### src/rtl/hazard_controller.sv
// Pipeline sequencing controller: load-use stalls, taken-branch flushes and
// multi-cycle MUL/DIV occupancy of EX, plus saturating stall/flush counters.
module hazard_controller #(
    parameter int MULDIV_TIMEOUT = 64,
    parameter int CNT_W          = 32
) (
    input  logic             clk,
    input  logic             reset,
    input  logic [4:0]       id_rs1,
    input  logic [4:0]       id_rs2,
    input  logic             id_uses_rs1,
    input  logic             id_uses_rs2,
    input  logic [4:0]       id_ex_rd,
    input  logic             id_ex_mem_read,
    input  logic             ex_branch_taken,
    input  logic             ex_muldiv_start,
    input  logic             muldiv_done,
    output logic             pc_write,
    output logic             if_id_write,
    output logic             id_ex_write,
    output logic             if_id_flush,
    output logic             id_ex_flush,
    output logic             ex_mem_bubble,
    output logic             muldiv_timeout,
    output logic [CNT_W-1:0] stall_cycles,
    output logic [CNT_W-1:0] flush_count
);

    localparam int TW = $clog2(MULDIV_TIMEOUT + 1);

    typedef enum logic {RUN, MULDIV_WAIT} state_t;

    state_t        state, state_nxt;
    logic [TW-1:0] timer, timer_nxt;
    logic          load_use;
    logic          branch_flush;

    assign load_use = id_ex_mem_read && (id_ex_rd != 5'd0) &&
                      ((id_uses_rs1 && (id_rs1 == id_ex_rd)) ||
                       (id_uses_rs2 && (id_rs2 == id_ex_rd)));

    always_comb begin
        pc_write       = 1'b1;
        if_id_write    = 1'b1;
        id_ex_write    = 1'b1;
        if_id_flush    = 1'b0;
        id_ex_flush    = 1'b0;
        ex_mem_bubble  = 1'b0;
        muldiv_timeout = 1'b0;
        branch_flush   = 1'b0;
        state_nxt      = state;
        timer_nxt      = timer;
        if (reset) begin
            pc_write    = 1'b0;
            if_id_write = 1'b0;
            id_ex_write = 1'b0;
            if_id_flush = 1'b1;
            id_ex_flush = 1'b1;
        end else begin
            case (state)
                RUN: begin
                    // A taken branch squashes the ID instruction, so its load-use is moot.
                    if (ex_branch_taken) begin
                        if_id_flush  = 1'b1;
                        id_ex_flush  = 1'b1;
                        branch_flush = 1'b1;
                    end else if (ex_muldiv_start) begin
                        pc_write      = 1'b0;
                        if_id_write   = 1'b0;
                        id_ex_write   = 1'b0;
                        ex_mem_bubble = 1'b1;
                        state_nxt     = MULDIV_WAIT;
                        timer_nxt     = TW'(1);
                    end else if (load_use) begin
                        pc_write    = 1'b0;
                        if_id_write = 1'b0;
                        id_ex_flush = 1'b1;
                    end
                end
                MULDIV_WAIT: begin
                    if (muldiv_done) begin
                        state_nxt = RUN;
                        timer_nxt = '0;
                    end else if (timer == TW'(MULDIV_TIMEOUT)) begin
                        muldiv_timeout = 1'b1;
                        ex_mem_bubble  = 1'b1;
                        state_nxt      = RUN;
                        timer_nxt      = '0;
                    end else begin
                        pc_write      = 1'b0;
                        if_id_write   = 1'b0;
                        id_ex_write   = 1'b0;
                        ex_mem_bubble = 1'b1;
                        timer_nxt     = timer + TW'(1);
                    end
                end
                default: state_nxt = RUN;
            endcase
        end
    end

    always_ff @(posedge clk or posedge reset) begin
        if (reset) begin
            state        <= RUN;
            timer        <= '0;
            stall_cycles <= '0;
            flush_count  <= '0;
        end else begin
            state <= state_nxt;
            timer <= timer_nxt;
            if (!pc_write && (stall_cycles != {CNT_W{1'b1}}))
                stall_cycles <= stall_cycles + CNT_W'(1);
            if (branch_flush && (flush_count != {CNT_W{1'b1}}))
                flush_count <= flush_count + CNT_W'(1);
        end
    end

endmodule

### config.mk
export PLATFORM = sky130hd
export DESIGN_NAME = hazard_controller
export DESIGN_NICKNAME = d
export VERILOG_FILES = /design/src/rtl/hazard_controller.sv
export SDC_FILE = /design/constraint.sdc
export NUM_CORES = 1
export LEC_CHECK = 0
export BUFFER_PORTS_ARGS = -buffer_cell sky130_fd_sc_hd__clkbuf_2
export CELL_PAD_IN_SITES_DETAIL_PLACEMENT = 2
export CELL_PAD_IN_SITES_GLOBAL_PLACEMENT = 2
export CORE_MARGIN = 4
export CORE_UTILIZATION = 32
export DETAILED_ROUTE_END_ITERATION = 10
export PLACE_DENSITY_LB_ADDON = 0.1
export SLEW_MARGIN = 10
export SYNTH_ARGS = -nofsm -noshare
export SYNTH_HDL_FRONTEND = slang
export SYNTH_SLANG_ARGS = --single-unit
### constraint.sdc
create_clock -name clk -period 3.3 [get_ports clk]
set_clock_uncertainty 0.2 [all_clocks]
set_input_delay 0.165 -clock clk [delete_from_list [all_inputs] [get_ports clk]]
set_output_delay 0.165 -clock clk [all_outputs]
set_load 0.01 [all_outputs]
# Yosys cells after proc, flatten, opt, wreduce, memory -nomap -nowiden
# Index checks and enable logic that the tools add are counted.
# classes
n_addsub,3
eq_ne,7
mux,36
bitwise_logic,2
reduce_logical,10
# ops
operator,n
32-bit by 1-bit adder with 32-bit output (second input constant),2
32-bit != test (second input constant),2
7-bit two-way mux,4
1-bit two-way mux,27
7-bit case mux with 2 select lines,1
5-bit == test,2
1-bit case mux with 2 select lines,4
7-bit by 1-bit adder with 7-bit output (second input constant),1
7-bit == test (second input constant),1
1-bit logical AND,6
5-bit nonzero test,1
2-bit != test (second input constant),2
3-bit AND reduction,1
1-bit NOT,2
1-bit logical NOT,1
1-bit logical OR,1
# totals
regBits,72
inputBits,23
output_inout_bits,71
word_cells,62

# Longest topological paths before layout
# Gate-level depths: netlist (run 1).
# depth
depth_word,11
depth_mapped,8
ltp_nobuf,7

# Least setup slack after synthesis (run 1)
# Ideal clock, no wire load.
# synth_timing
path_type,reg-to-reg
from,reg flush_count[0]
to,reg flush_count[10]
setup_ns,0.138
arrival_time_ns,2.130
t_required_ns,2.962
path_slack_ns,0.832
stages_incl_launch_ff,9
n_path_buf,1
synth_period_minus_slack_ns,2.468
path_cell_list,dfrtp_1 -> ha_1 -> nand4_1 -> or4_1 -> or4_1 -> buf_2 -> nand2_1 -> nor4_1 -> xor2_1
# synth_via
elab_chain_cells,2
elab_cells_between_ends,3
cone_classes,1 x add/sub; 1 x eq/ne; 1 x reduce/logical
# synth_rtl
element,line,source
"start, declared",26,output logic [CNT_W-1:0] flush_count
"start signal, assigned",114,flush_count <= flush_count + CNT_W'(1);
branches (longest 2 deep; another with 32-bit by 1-bit adder with 32-bit output),-,
# Parallel ways; which one is timed is not known.
# A chain may end at the register's enable or synchronous reset.

# Final worst setup path (run 1)
# layout_timing
from,reg timer[3]
to,out pc_write
# layout_via
elab_chain_cells,5
# layout_rtl
element,line,source
"start, declared",34,"logic [TW-1:0] timer, timer_nxt;"
"start signal, assigned",110,timer <= timer_nxt;
7-bit == test,84,end else if (timer == TW'(MULDIV_TIMEOUT)) begin
1-bit two-way mux,84,
1-bit two-way mux,81,if (muldiv_done) begin
1-bit case mux with 2 select lines,60,case (state)
1-bit two-way mux,53,if (reset) begin
"end, declared",18,"output logic pc_write,"
# Every way passes these cells.

==> reports/metrics.yaml, run 1 <==
result_of_the_run: "completed"
dieArea_mm2: 0.0135
post-route-period-util: 0.814
drcViolationCount: 0
htreeDepth: 3
critical_path_buf_inv_count: 1
setup_viol: 0
worstSkewPairLatency_ps: 340
power_density_over_the_cells_mw_per_mm2: 573
fp.coreArea_mm2: 0.0115
grt_overflow: 0
cts_tree: "built"
gr-usage-all-layers: 0.183
yosys.area.top_type: "sky130_fd_sc_hd__dfrtp_1"
path_max_fanout: 11
detail_route.wl_per_cell_um: 18.1
detailedRoute.firstIterationViolations: 53
pin_count: 94
share_of_async_settable_or_async_resettable_flops_after_synthesis: 1.00
slowest_delay_ps: 470
synth_area_mm2: 0.00375
slew_headroom: 0.567
synth_warnings: 0
numCtsBuffers: 9
report.final.hold_viol_count: 0
synth_enable_flop_cells: 0
grt_setup_unrepaired: "false"
global_route_wire_length_before_repair_um: 19300
final_net_count: 513
finalWorstPathRequiredPeriod_ps: 2690
detailroute.via_count: 3251
cts_setup_buffers: 0
worst_setup_path_end_kind: "output pin"
fmax_mhz: 372
num_rows: 39
synth_most_common_cell: "sky130_fd_sc_hd__dfrtp_1"
route.top_layer_used: "met4"
wl_met2_um: 5450
die_x_um: 116
synthTopCellsByCount: "sky130_fd_sc_hd__dfrtp_1, sky130_fd_sc_hd__xnor2_1, sky130_fd_sc_hd__xor2_1"
timing_max_transition_violations_final: 0
detail_route.wirelength.met1_um: 5310
route.antenna.remaining_nets: 0
mean_syn_cell_area_um2: 9.77
synthDistinctLibCells: 41
ys_ff_latch: 72
cts-hold-fix-buffers: 2
syn-num-nets: 411
syn_to_final_growth_pct: 25.2
postSynth.topFlopCell: "sky130_fd_sc_hd__dfrtp_1"
netlist.area_leader.share: 0.480
cts_resized: 0
totalWireLength_um: 11500
crit_path_start_kind: "flop"
layout-drive-gt1-share: 0.253
grt_max_degree: 29
synth.yosys.seq_area_share: 0.480
required_time_at_the_endpoint_of_the_critical_path_ps: 2930
clock_sink_count: 72
dr_wl_met3_um: 507
dp_hpwl_um: 8630
worst_ep_arrival_time_ps: 2320
gpl.final_weighted_congestion: 0.751
crit_chain: "nor4_1 > a311o_1 > and2_1 > a21boi_2 > clkbuf_2"
finalCoreUtilization: 0.409
antenna_found_initial: 0
path_delay_family: "compound AO/OA/AOI/OAI gates"
route.detailed.vias_per_inst: 5.13
critical_path.slowest_cell: "sky130_fd_sc_hd__a21boi_2"
clk_root_buffer_cell: "sky130_fd_sc_hd__clkbuf_16"
hold_removal_path_class: "input port to flop"
number_of_global_route_vias_before_repair: 3637
worstMarginPinSlew_ps: 643
final.setup.tns_ps: 0
maxCapViolations: 0
post_synth_main_area_contributors: "sky130_fd_sc_hd__dfrtp_1, sky130_fd_sc_hd__xnor2_1, sky130_fd_sc_hd__xor2_1"
leakagePower_nw: 2.12
vertical_die_dimension_um: 116
initial_core_util: 0.327
cts.path.max_buffers: 2
n_antenna_cell: 0
port_buffers: 93
drtPass1Iterations: 4
timing_worst_setup_path_type: "flop to output pin"
post_synth_inst_count: 384
ir_worst_vdd_mv: 0.353
path_clk_slew_ps: 60
[logic make-up (layout without fill, tap and decap cells)]
group	count (synthesis)	in the layout	share of synthesized area
and+or+nand+nor	193	193	0.271
xor gates and xnor gates	75	75	0.175
DFF	72	72	0.480
buffers and inverters	23	130	0.0257
AOI/OAI and AO/OA	14	14	0.0257
adders and majority gates	4	4	0.0133
muxes	3	3	0.00901
[flip-flops by register name (all words and copies together) (netlist names)]
register and flops:
flush_count 32, state 1, timer 7, stall_cycles 32
[layout make-up]
cell class	count	area (um^2)
repair buffers	101	531
clock buffers	12	236
multi-input cells	289	1850
fillers	1302	6770
clock inverters	4	45.0
well taps	143	179
flip-flops and latches	72	1800
inverters	13	48.8
[through the flow]
step                setup WS [ps]  hold WS, ps  cells  power [mW]  area (um^2)
global placement              663          164    616        1.73         4390
CTS                           578          204    634        2.73         4690
global route                  384          217    634        2.88         4690
finish                        615          214    634        2.69         4690
floorplan                     832          147    384        1.49         3750
detailed placement            648          165    616        1.76         4390
[cell usage in the layout (no fill, tap or decap), types with 9 or more instances in the layout]
cell type / n
sky130_fd_sc_hd__nand4_1: 18
sky130_fd_sc_hd__nor4_1: 13
sky130_fd_sc_hd__clkbuf_2: 93
sky130_fd_sc_hd__xor2_1: 37
sky130_fd_sc_hd__nor3_1: 22
sky130_fd_sc_hd__nand2_1: 36
sky130_fd_sc_hd__inv_1: 12
sky130_fd_sc_hd__nand3_1: 30
sky130_fd_sc_hd__xnor2_1: 38
sky130_fd_sc_hd__dfrtp_1: 72
sky130_fd_sc_hd__nor2_1: 34
sky130_fd_sc_hd__clkbuf_16: 9
[routing by layer]
layer | up-vias | global-route usage
met3 | 13 | 0.0425
met2 | 62 | 0.296
met5 | - | 0
li1 | 1540 | -
met4 | 0 | 0.0650
met1 | 1636 | 0.240
[power breakdown]
| group | total [mW] | internal [mW] | switching (mW) |
|---|---|---|---|
| Clock | 0.952 | 0.582 | 0.370 |
| Sequential | 1.17 | 1.00 | 0.165 |
| Combinational | 0.568 | 0.234 | 0.334 |
[worst paths after layout]
check,slack [ps],depth (start not counted),start,to
worst max-delay path,610,5,timer[3]$_DFFE_PP0P_,pc_write
worst min-delay path,210,5,ex_muldiv_start,timer[1]$_DFFE_PP0P_
worst max register to register,650,7,flush_count[0]$_DFFE_PP0P_,flush_count[10]$_DFFE_PP0P_
worst min register to register,290,1,flush_count[26]$_DFFE_PP0P_,flush_count[26]$_DFFE_PP0P_
max in group asynchronous,1750,4,reset,stall_cycles[24]$_DFFE_PP0P_
min in group asynchronous,360,3,reset,flush_count[21]$_DFFE_PP0P_
[worst reg2reg max path, cell delays in order (launching register included)]
cell and delay [ps]:
sky130_fd_sc_hd__dfrtp_1 400, sky130_fd_sc_hd__ha_1 230, sky130_fd_sc_hd__nand4_1 160, sky130_fd_sc_hd__or4_1 470, sky130_fd_sc_hd__or4_1 560, sky130_fd_sc_hd__nand2_1 250, sky130_fd_sc_hd__nor4_1 100, sky130_fd_sc_hd__xor2_1 140
No activity file was read; power rests on OpenSTA's default activity.
==> inputs of run 2 (changes only) <==
Settings changed: ABC_AREA set to 1, CORE_UTILIZATION 32 to 30.
Clock period 3.3 ns to 2.5 ns, I/O delays scaled along.
==> run 2 against run 1 <==
Compared with the run above:
- sequential power grew 26%
- wire length grew 56%
- count of clock-buffer cells in the layout grew 1
- register-to-register slack lost 410 ps
- first-iteration DRC count grew to 3.3 times the previous value
- worst hold slack lost 170 ps
- via count grew 55%
- sequential share of layout area shrank 8.1 points
- global-route usage grew 1.9 points
- area after synthesis grew 29%
- design area grew 27%
- sequential cell count is the same
- critical path type unchanged
- critical endpoint unchanged
- largest cell class unchanged
==> reports/metrics.yaml, run 2 <==
result_of_the_run: "completed"  # unchanged
path_clk_slew_ps: 60  # about the same
post_synth_inst_count: 727  # was 384
yosys.area.top_type: "sky130_fd_sc_hd__dfrtp_1"  # unchanged
cts_tree: "built"  # unchanged
layout-drive-gt1-share: 0.168  # was 0.253
num_rows: 46  # was 39
dp_hpwl_um: 14000  # was 8630 um
share_of_async_settable_or_async_resettable_flops_after_synthesis: 1.00  # unchanged
drtPass1Iterations: 4  # unchanged
finalWorstPathRequiredPeriod_ps: 2340
grt_max_degree: 53  # was 29
initial_core_util: 0.305  # was 0.327
hold_removal_path_class: "input port to flop"  # unchanged
synth_warnings: 0  # unchanged
leakagePower_nw: 3.05  # was 2.12 nW
cts.path.max_buffers: 2  # unchanged
worst_ep_arrival_time_ps: 2010  # was 2320 ps
setup_viol: 0  # unchanged
biggestRegsByFlops: "flush_count x32, stall_cycles x32, timer x7"  # unchanged
r2r-end: "flush_count[7]$_DFFE_PP0P_"  # was flush_count[10]$_DFFE_PP0P_
route.antenna.remaining_nets: 0  # unchanged
gr-usage-all-layers: 0.202  # was 0.183
r2r_start: "flush_count[0]$_DFFE_PP0P_"  # unchanged
groute.layer.met3.usage: 0.0339  # was 0.0425
post_synth_main_area_contributors: "sky130_fd_sc_hd__dfrtp_1, sky130_fd_sc_hd__nand2_1, sky130_fd_sc_hd__nor2_1"  # was sky130_fd_sc_hd__dfrtp_1, sky130_fd_sc_hd__xnor2_1, sky130_fd_sc_hd__xor2_1
fmax_mhz: 428
die_x_um: 135  # was 116 um
gpl.final_weighted_congestion: 0.827  # was 0.751
timing.hold.worst.start: "ex_muldiv_start"  # unchanged
most-common-layout-cells: "sky130_fd_sc_hd__nand2_1, sky130_fd_sc_hd__nor2_1, sky130_fd_sc_hd__clkbuf_2, sky130_fd_sc_hd__inv_1, sky130_fd_sc_hd__dfrtp_1"  # was sky130_fd_sc_hd__clkbuf_2, sky130_fd_sc_hd__dfrtp_1, sky130_fd_sc_hd__xnor2_1, sky130_fd_sc_hd__xor2_1, sky130_fd_sc_hd__nand2_1
detailedRoute.firstIterationViolations: 173  # was 53
detail_route.wl_per_cell_um: 17.0  # was 18.1 um
fp.coreArea_mm2: 0.0158  # was 0.0115 mm^2
number_of_global_route_vias_before_repair: 5620  # was 3637
global_route_wire_length_before_repair_um: 29200  # was 19300 um
grt_overflow: 0  # unchanged
final_net_count: 862  # was 513
synthDistinctLibCells: 28  # was 41
crit_path_start_kind: "flop"  # unchanged
maxCapViolations: 0  # unchanged
post-route-period-util: 0.935
required_time_at_the_endpoint_of_the_critical_path_ps: 2170  # was 2930 ps
syn-num-nets: 754  # was 411
htreeDepth: 3  # unchanged
ys_ff_latch: 72  # unchanged
ir_worst_vdd_mv: 0.303  # was 0.353 mV
rrSetupSlack_ps: 240  # was 650 ps
top_usage_layer: "met2"  # unchanged
port_buffers: 93  # unchanged
postSynth.topFlopCell: "sky130_fd_sc_hd__dfrtp_1"  # unchanged
pin_count: 94  # unchanged
grt_setup_unrepaired: "false"  # unchanged
clock_sink_count: 72  # unchanged
timing_max_transition_violations_final: 0  # unchanged
worstMarginPinSlew_ps: 727  # was 643 ps
syn_to_final_growth_pct: 23.4  # was 25.2%
detailroute.via_count: 5053  # was 3251
worst_setup_path_end_kind: "output pin"  # unchanged
slew_headroom: 0.515  # was 0.567
dieArea_mm2: 0.0182  # was 0.0135 mm^2
layout_commonest_cell: "sky130_fd_sc_hd__nand2_1"  # was sky130_fd_sc_hd__clkbuf_2
netlist.area_leader.share: 0.373  # was 0.480
totalWireLength_um: 17900  # was 11500 um
met2_resource_use_gr: 0.375  # was 0.296
synthTopCellsByCount: "sky130_fd_sc_hd__nand2_1, sky130_fd_sc_hd__nor2_1, sky130_fd_sc_hd__inv_1"  # was sky130_fd_sc_hd__dfrtp_1, sky130_fd_sc_hd__xnor2_1, sky130_fd_sc_hd__xor2_1
start_point_of_the_critical_path: "timer[0]$_DFFE_PP0P_"  # was timer[3]$_DFFE_PP0P_
path_max_fanout: 19  # was 11
report.final.hold_viol_count: 0  # unchanged
synth_most_common_cell: "sky130_fd_sc_hd__nand2_1"  # was sky130_fd_sc_hd__dfrtp_1
final.setup.tns_ps: 0  # unchanged
worstSkewPairLatency_ps: 350  # was 340 ps
synth_area_mm2: 0.00482  # was 0.00375 mm^2
worst_setup_path_endpoint: "pc_write"  # unchanged
fin_ws_ps: 164  # was 615 ps
numCtsBuffers: 9  # unchanged
power_density_over_the_cells_mw_per_mm2: 609  # was 573 mW/mm^2
worst-r2r-cell-count: 11  # was 7
drcViolationCount: 0  # unchanged
n_antenna_cell: 0  # unchanged
mean_syn_cell_area_um2: 6.64  # was 9.77 um^2
synth_enable_flop_cells: 0  # unchanged
clk_root_buffer_cell: "sky130_fd_sc_hd__clkbuf_16"  # unchanged
timing_worst_setup_path_type: "flop to output pin"  # unchanged
vertical_die_dimension_um: 135  # was 116 um
antenna_found_initial: 0  # unchanged
route.detailed.vias_per_inst: 4.79  # was 5.13
use_met1: 0.240  # about the same
dpl_worst_slack_ps: 178  # was 648 ps
synth.yosys.seq_area_share: 0.373  # was 0.480
-- run 2: metal layers --
layer | wire length, um | part of all wire
met1 | 7680 | 0.43
met3 | 456 | 0.025
met2 | 9500 | 0.53
met4 | 291 | 0.016
met5 | 0 | 0
-- run 2: cell families after synthesis --
| group | Yosys count | share of synthesized area |
|---|---|---|
| buffers and inverters | 92 | 0.0778 |
| adder cells (fa/ha/maj) | 4 | 0.0104 |
| flip-flops | 72 | 0.373 |
| XOR/XNOR | 49 | 0.0890 |
| AO/OA/AOI/OAI | 25 | 0.0288 |
| AND/OR/NAND/NOR | 485 | 0.421 |
-- run 2: worst min-delay path by stage --
stage	to	depth (start not counted)	slack, ps
2_1_floorplan	state$_DFFE_PP0N_	1	20
3_3_place_gp	state$_DFFE_PP0N_	2	-20
3_5_place_dp	state$_DFFE_PP0N_	2	-20
4_1_cts	state$_DFFE_PP0N_	5	30
5_1_grt	state$_DFFE_PP0N_	5	90
6_report	state$_DFFE_PP0N_	5	40
-- run 2: cell type report --
cell class	instances	area [um^2]
clock buffer	13	260
clock inverter	3	40.0
fill	1942	9870
inverter	77	293
multi-input combinational	563	2660
sequential	72	1800
tap	216	270
timing repair buffer	112	633
-- run 2: where the power goes --
group | switching [mW] | internal, mW | leakage [nW]
Combinational | 0.472 | 0.297 | 1.94
Sequential | 0.184 | 1.30 | 0.967
Clock | 0.548 | 0.826 | 0.150
Total | 1.20 | 2.42 | 3.05
-- run 2: critical path: stages (launching register included) --
cell                       delay (ps)
sky130_fd_sc_hd__dfrtp_1          410
sky130_fd_sc_hd__inv_1            100
sky130_fd_sc_hd__ha_1             170
sky130_fd_sc_hd__nand3_1          100
sky130_fd_sc_hd__nor2_2           160
sky130_fd_sc_hd__inv_2             70
sky130_fd_sc_hd__a21oi_4          180
sky130_fd_sc_hd__nand2_4          100
sky130_fd_sc_hd__buf_8            170
sky130_fd_sc_hd__inv_1             80
sky130_fd_sc_hd__clkbuf_2         130
-- run 2: metrics by stage --
stage	instance area [um^2]	util	instances	total power, mW	hold WS, ps
6_report	5950	0.376	1056	3.63	41.5
5_1_grt	5950	0.376	1056	3.83	88.2
4_1_cts	5910	0.373	1052	3.66	34.0
3_5_place_dp	5590	0.353	1034	2.26	-23.1
3_3_place_gp	5590	0.353	1034	2.22	-23.6
2_1_floorplan	4830	-	727	1.91	15.7
-- run 2: timing repair --
item                       in CTS  in global routing
hold endpoints to repair       23                  0
hold buffers                    2                  0
resized for setup               0                  3
pin swaps                       1                  2
setup buffers                   0                  4
setup endpoints to repair       2                  3
==> inputs of run 3 (changes only) <==
Settings changed: PLACE_DENSITY set to 0.8, PLACE_DENSITY_LB_ADDON 0.1 to not set.
==> run 3 against run 2 <==
Compared with the run above:
- count of clock-buffer cells in the layout decreased by 1
- largest power group unchanged
- design area grew 0.42%
- combinational power grew 0.8%
- critical path depth did not move
- sequential share of layout area decreased by 0.13 points
- power up 0.92%
- first-iteration DRC count increased by 4.0%
- setup slack improved by 11 ps
- die area did not move
- wire length up 3.2%
- fmax is 0.48% higher
- via count up 1.7%
==> reports/metrics.yaml, run 3 (synthesized netlist as in run 2, its figures left out) <==
result_of_the_run: "completed"  # unchanged
groute.layer.met3.usage: 0.0391  # was 0.0339
finalWorstPathRequiredPeriod_ps: 2330  # was 2340 ps
cts.path.max_buffers: 2  # unchanged
use_met1: 0.238  # was 0.240
grt_overflow: 0  # unchanged
required_time_at_the_endpoint_of_the_critical_path_ps: 2520  # was 2170 ps
numCtsBuffers: 9  # unchanged
vertical_die_dimension_um: 135  # unchanged
worst_ep_arrival_time_ps: 2340  # was 2010 ps
global_route_wire_length_before_repair_um: 30500  # was 29200 um
hold_removal_path_class: "input port to async pin"  # was input port to flop
num-fill-cells: 1972  # was 1942
gpl.final_weighted_congestion: 0.902  # was 0.827
worst-r2r-cell-count: 10  # was 11
layout-drive-gt1-share: 0.173  # was 0.168
number_of_global_route_vias_before_repair: 5931  # was 5620
detailroute.via_count: 5141  # was 5053
report.final.hold_viol_count: 0  # unchanged
start_point_of_the_critical_path: "flush_count[0]$_DFFE_PP0P_"  # was timer[0]$_DFFE_PP0P_
dp_hpwl_um: 14000  # about the same
fp.coreArea_mm2: 0.0158  # unchanged
worstSkewPairLatency_ps: 350  # about the same
power_density_over_the_cells_mw_per_mm2: 612  # was 609 mW/mm^2
layout_commonest_cell: "sky130_fd_sc_hd__nand2_1"  # unchanged
timing_max_transition_violations_final: 0  # unchanged
slowest_delay_ps: 410  # about the same
grt_max_degree: 73  # was 53
area_taken_by_multi_input_logic_gates_mm2: 0.00267  # was 0.00266 mm^2
drcViolationCount: 0  # unchanged
fmax_mhz: 430  # was 428 MHz
clock_sink_count: 72  # unchanged
worst_setup_path_end_kind: "flop"  # was output pin
crit_path_start_kind: "flop"  # unchanged
slew_headroom: 0.340  # was 0.515
ir_worst_vdd_mv: 0.328  # was 0.303 mV
dieArea_mm2: 0.0182  # unchanged
worstMarginPinSlew_ps: 990  # was 727 ps
area_post_placement_mm2: 0.00559  # about the same
crit_path_frequent_cell: "sky130_fd_sc_hd__nand2_2"  # was sky130_fd_sc_hd__inv_1
post-route-period-util: 0.930  # was 0.935
crit_chain: "ha_1 > nand3_2 > nor2_4 > nand2_2 > nor2_2 > nand2_1 > nand2_2 > buf_4 > nor2_1 > xor2_1"  # was inv_1 > ha_1 > nand3_1 > nor2_2 > inv_2 > a21oi_4 > nand2_4 > buf_8 > inv_1 > clkbuf_2
syn_to_final_growth_pct: 23.9  # was 23.4%
cts_tree: "built"  # unchanged
timing_worst_setup_path_type: "flop to flop"  # was flop to output pin
finalInstanceArea_mm2: 0.00598  # was 0.00595 mm^2
port_buffers: 93  # unchanged
r2r_start: "flush_count[0]$_DFFE_PP0P_"  # unchanged
initial_core_util: 0.305  # unchanged
route.antenna.remaining_nets: 0  # unchanged
top_usage_layer: "met2"  # unchanged
critical_path.slowest_cell: "sky130_fd_sc_hd__dfrtp_1"  # unchanged
biggestRegsByFlops: "flush_count x32, stall_cycles x32, timer x7"  # unchanged
stdcell_count: 1056  # unchanged
gr-usage-all-layers: 0.210  # was 0.202
worst_setup_path_endpoint: "flush_count[8]$_DFFE_PP0P_"  # was pc_write
clk_root_buffer_cell: "sky130_fd_sc_hd__clkbuf_16"  # unchanged
n_antenna_cell: 0  # unchanged
setup_viol: 0  # unchanged
pin_count: 94  # unchanged
detailedRoute.firstIterationViolations: 180  # was 173
final-seq-area_mm2: 0.00180  # unchanged
most-common-layout-cells: "sky130_fd_sc_hd__nand2_1, sky130_fd_sc_hd__nor2_1, sky130_fd_sc_hd__clkbuf_2, sky130_fd_sc_hd__inv_1, sky130_fd_sc_hd__dfrtp_1"  # unchanged
path_max_fanout: 24  # was 19
detail_route.wl_per_cell_um: 17.5  # was 17.0 um
leakagePower_nw: 3.04  # was 3.05 nW
path_clk_slew_ps: 70  # was 60 ps
antenna_found_initial: 0  # unchanged
worst_slack_on_hold_paths_ps: 11.8  # was 41.5 ps
met2_resource_use_gr: 0.401  # was 0.375
numPlacedInstances: 1036  # was 1034
htreeDepth: 3  # unchanged
r2r-end: "flush_count[8]$_DFFE_PP0P_"  # was flush_count[7]$_DFFE_PP0P_
die_x_um: 135  # unchanged
route.detailed.vias_per_inst: 4.87  # was 4.79
rrSetupSlack_ps: 170  # was 240 ps
drtPass1Iterations: 4  # unchanged
totalWireLength_um: 18500  # was 17900 um
final_net_count: 862  # unchanged
maxCapViolations: 0  # unchanged
num_rows: 46  # unchanged
-- run 3: metrics by stage --
| step | setup WS [ps] | total power, mW | utilization | setup TNS (ps) |
|---|---|---|---|---|
| 6_report | 175 | 3.66 | 0.378 | 0 |
| 5_1_grt | -0.713 | 3.87 | 0.378 | -0.713 |
| 4_1_cts | -38.0 | 3.70 | 0.375 | -80.3 |
| 3_5_place_dp | -94.4 | 2.27 | 0.353 | -94.4 |
| 3_3_place_gp | 242 | 2.21 | 0.353 | 0 |
| 2_1_floorplan | 79.2 | 1.91 | - | 0 |
-- run 3: layout make-up --
type | count | area share
repair inverters | 1 | 0.00126
flip-flops and latches | 72 | 0.301
repair buffers | 111 | 0.103
clock inverters | 4 | 0.00858
multi-input cells | 563 | 0.446
well taps | 216 | 0.0452
clock buffers | 12 | 0.0446
inverters | 77 | 0.0496
-- run 3: how the worst min path moves through the flow --
stage	from	endpoint	slack (ps)
6_report	reset	state$_DFFE_PP0N_	10
5_1_grt	reset	timer[0]$_DFFE_PP0P_	90
4_1_cts	reset	timer[0]$_DFFE_PP0P_	20
3_5_place_dp	muldiv_done	timer[6]$_DFFE_PP0P_	250
3_3_place_gp	reset	state$_DFFE_PP0N_	230
2_1_floorplan	reset	state$_DFFE_PP0N_	20
-- run 3: where the power goes --
group          leakage [nW]  switching [mW]  internal (mW)  total, mW
logic                  1.92           0.491          0.284      0.775
clock network         0.155           0.550          0.856       1.41
registers             0.967           0.181           1.30       1.48
total                  3.04            1.22           2.44       3.66
-- run 3: what timing repair did --
action                                  CTS  global route
setup buffers                             0             1
endpoints found under the hold margin     3             0
cloned                                    0             1
gates resized for setup                   4             3
hold buffers                              2             0
endpoints found under the setup margin    2            44
pin swaps                                 0             0
-- run 3: layer usage --
layer	routed length, um	share of wire
met5	0	0
met4	349	0.019
met3	491	0.027
met2	9860	0.53
met1	7810	0.42
-- run 3: worst max-delay path: cells and delay by family (launching register included) --
family,cells,cell delay [ps]
buf+inv,1,330
xor+xnor,1,160
flops,1,410
fa+ha+maj,1,240
simple gates,7,870
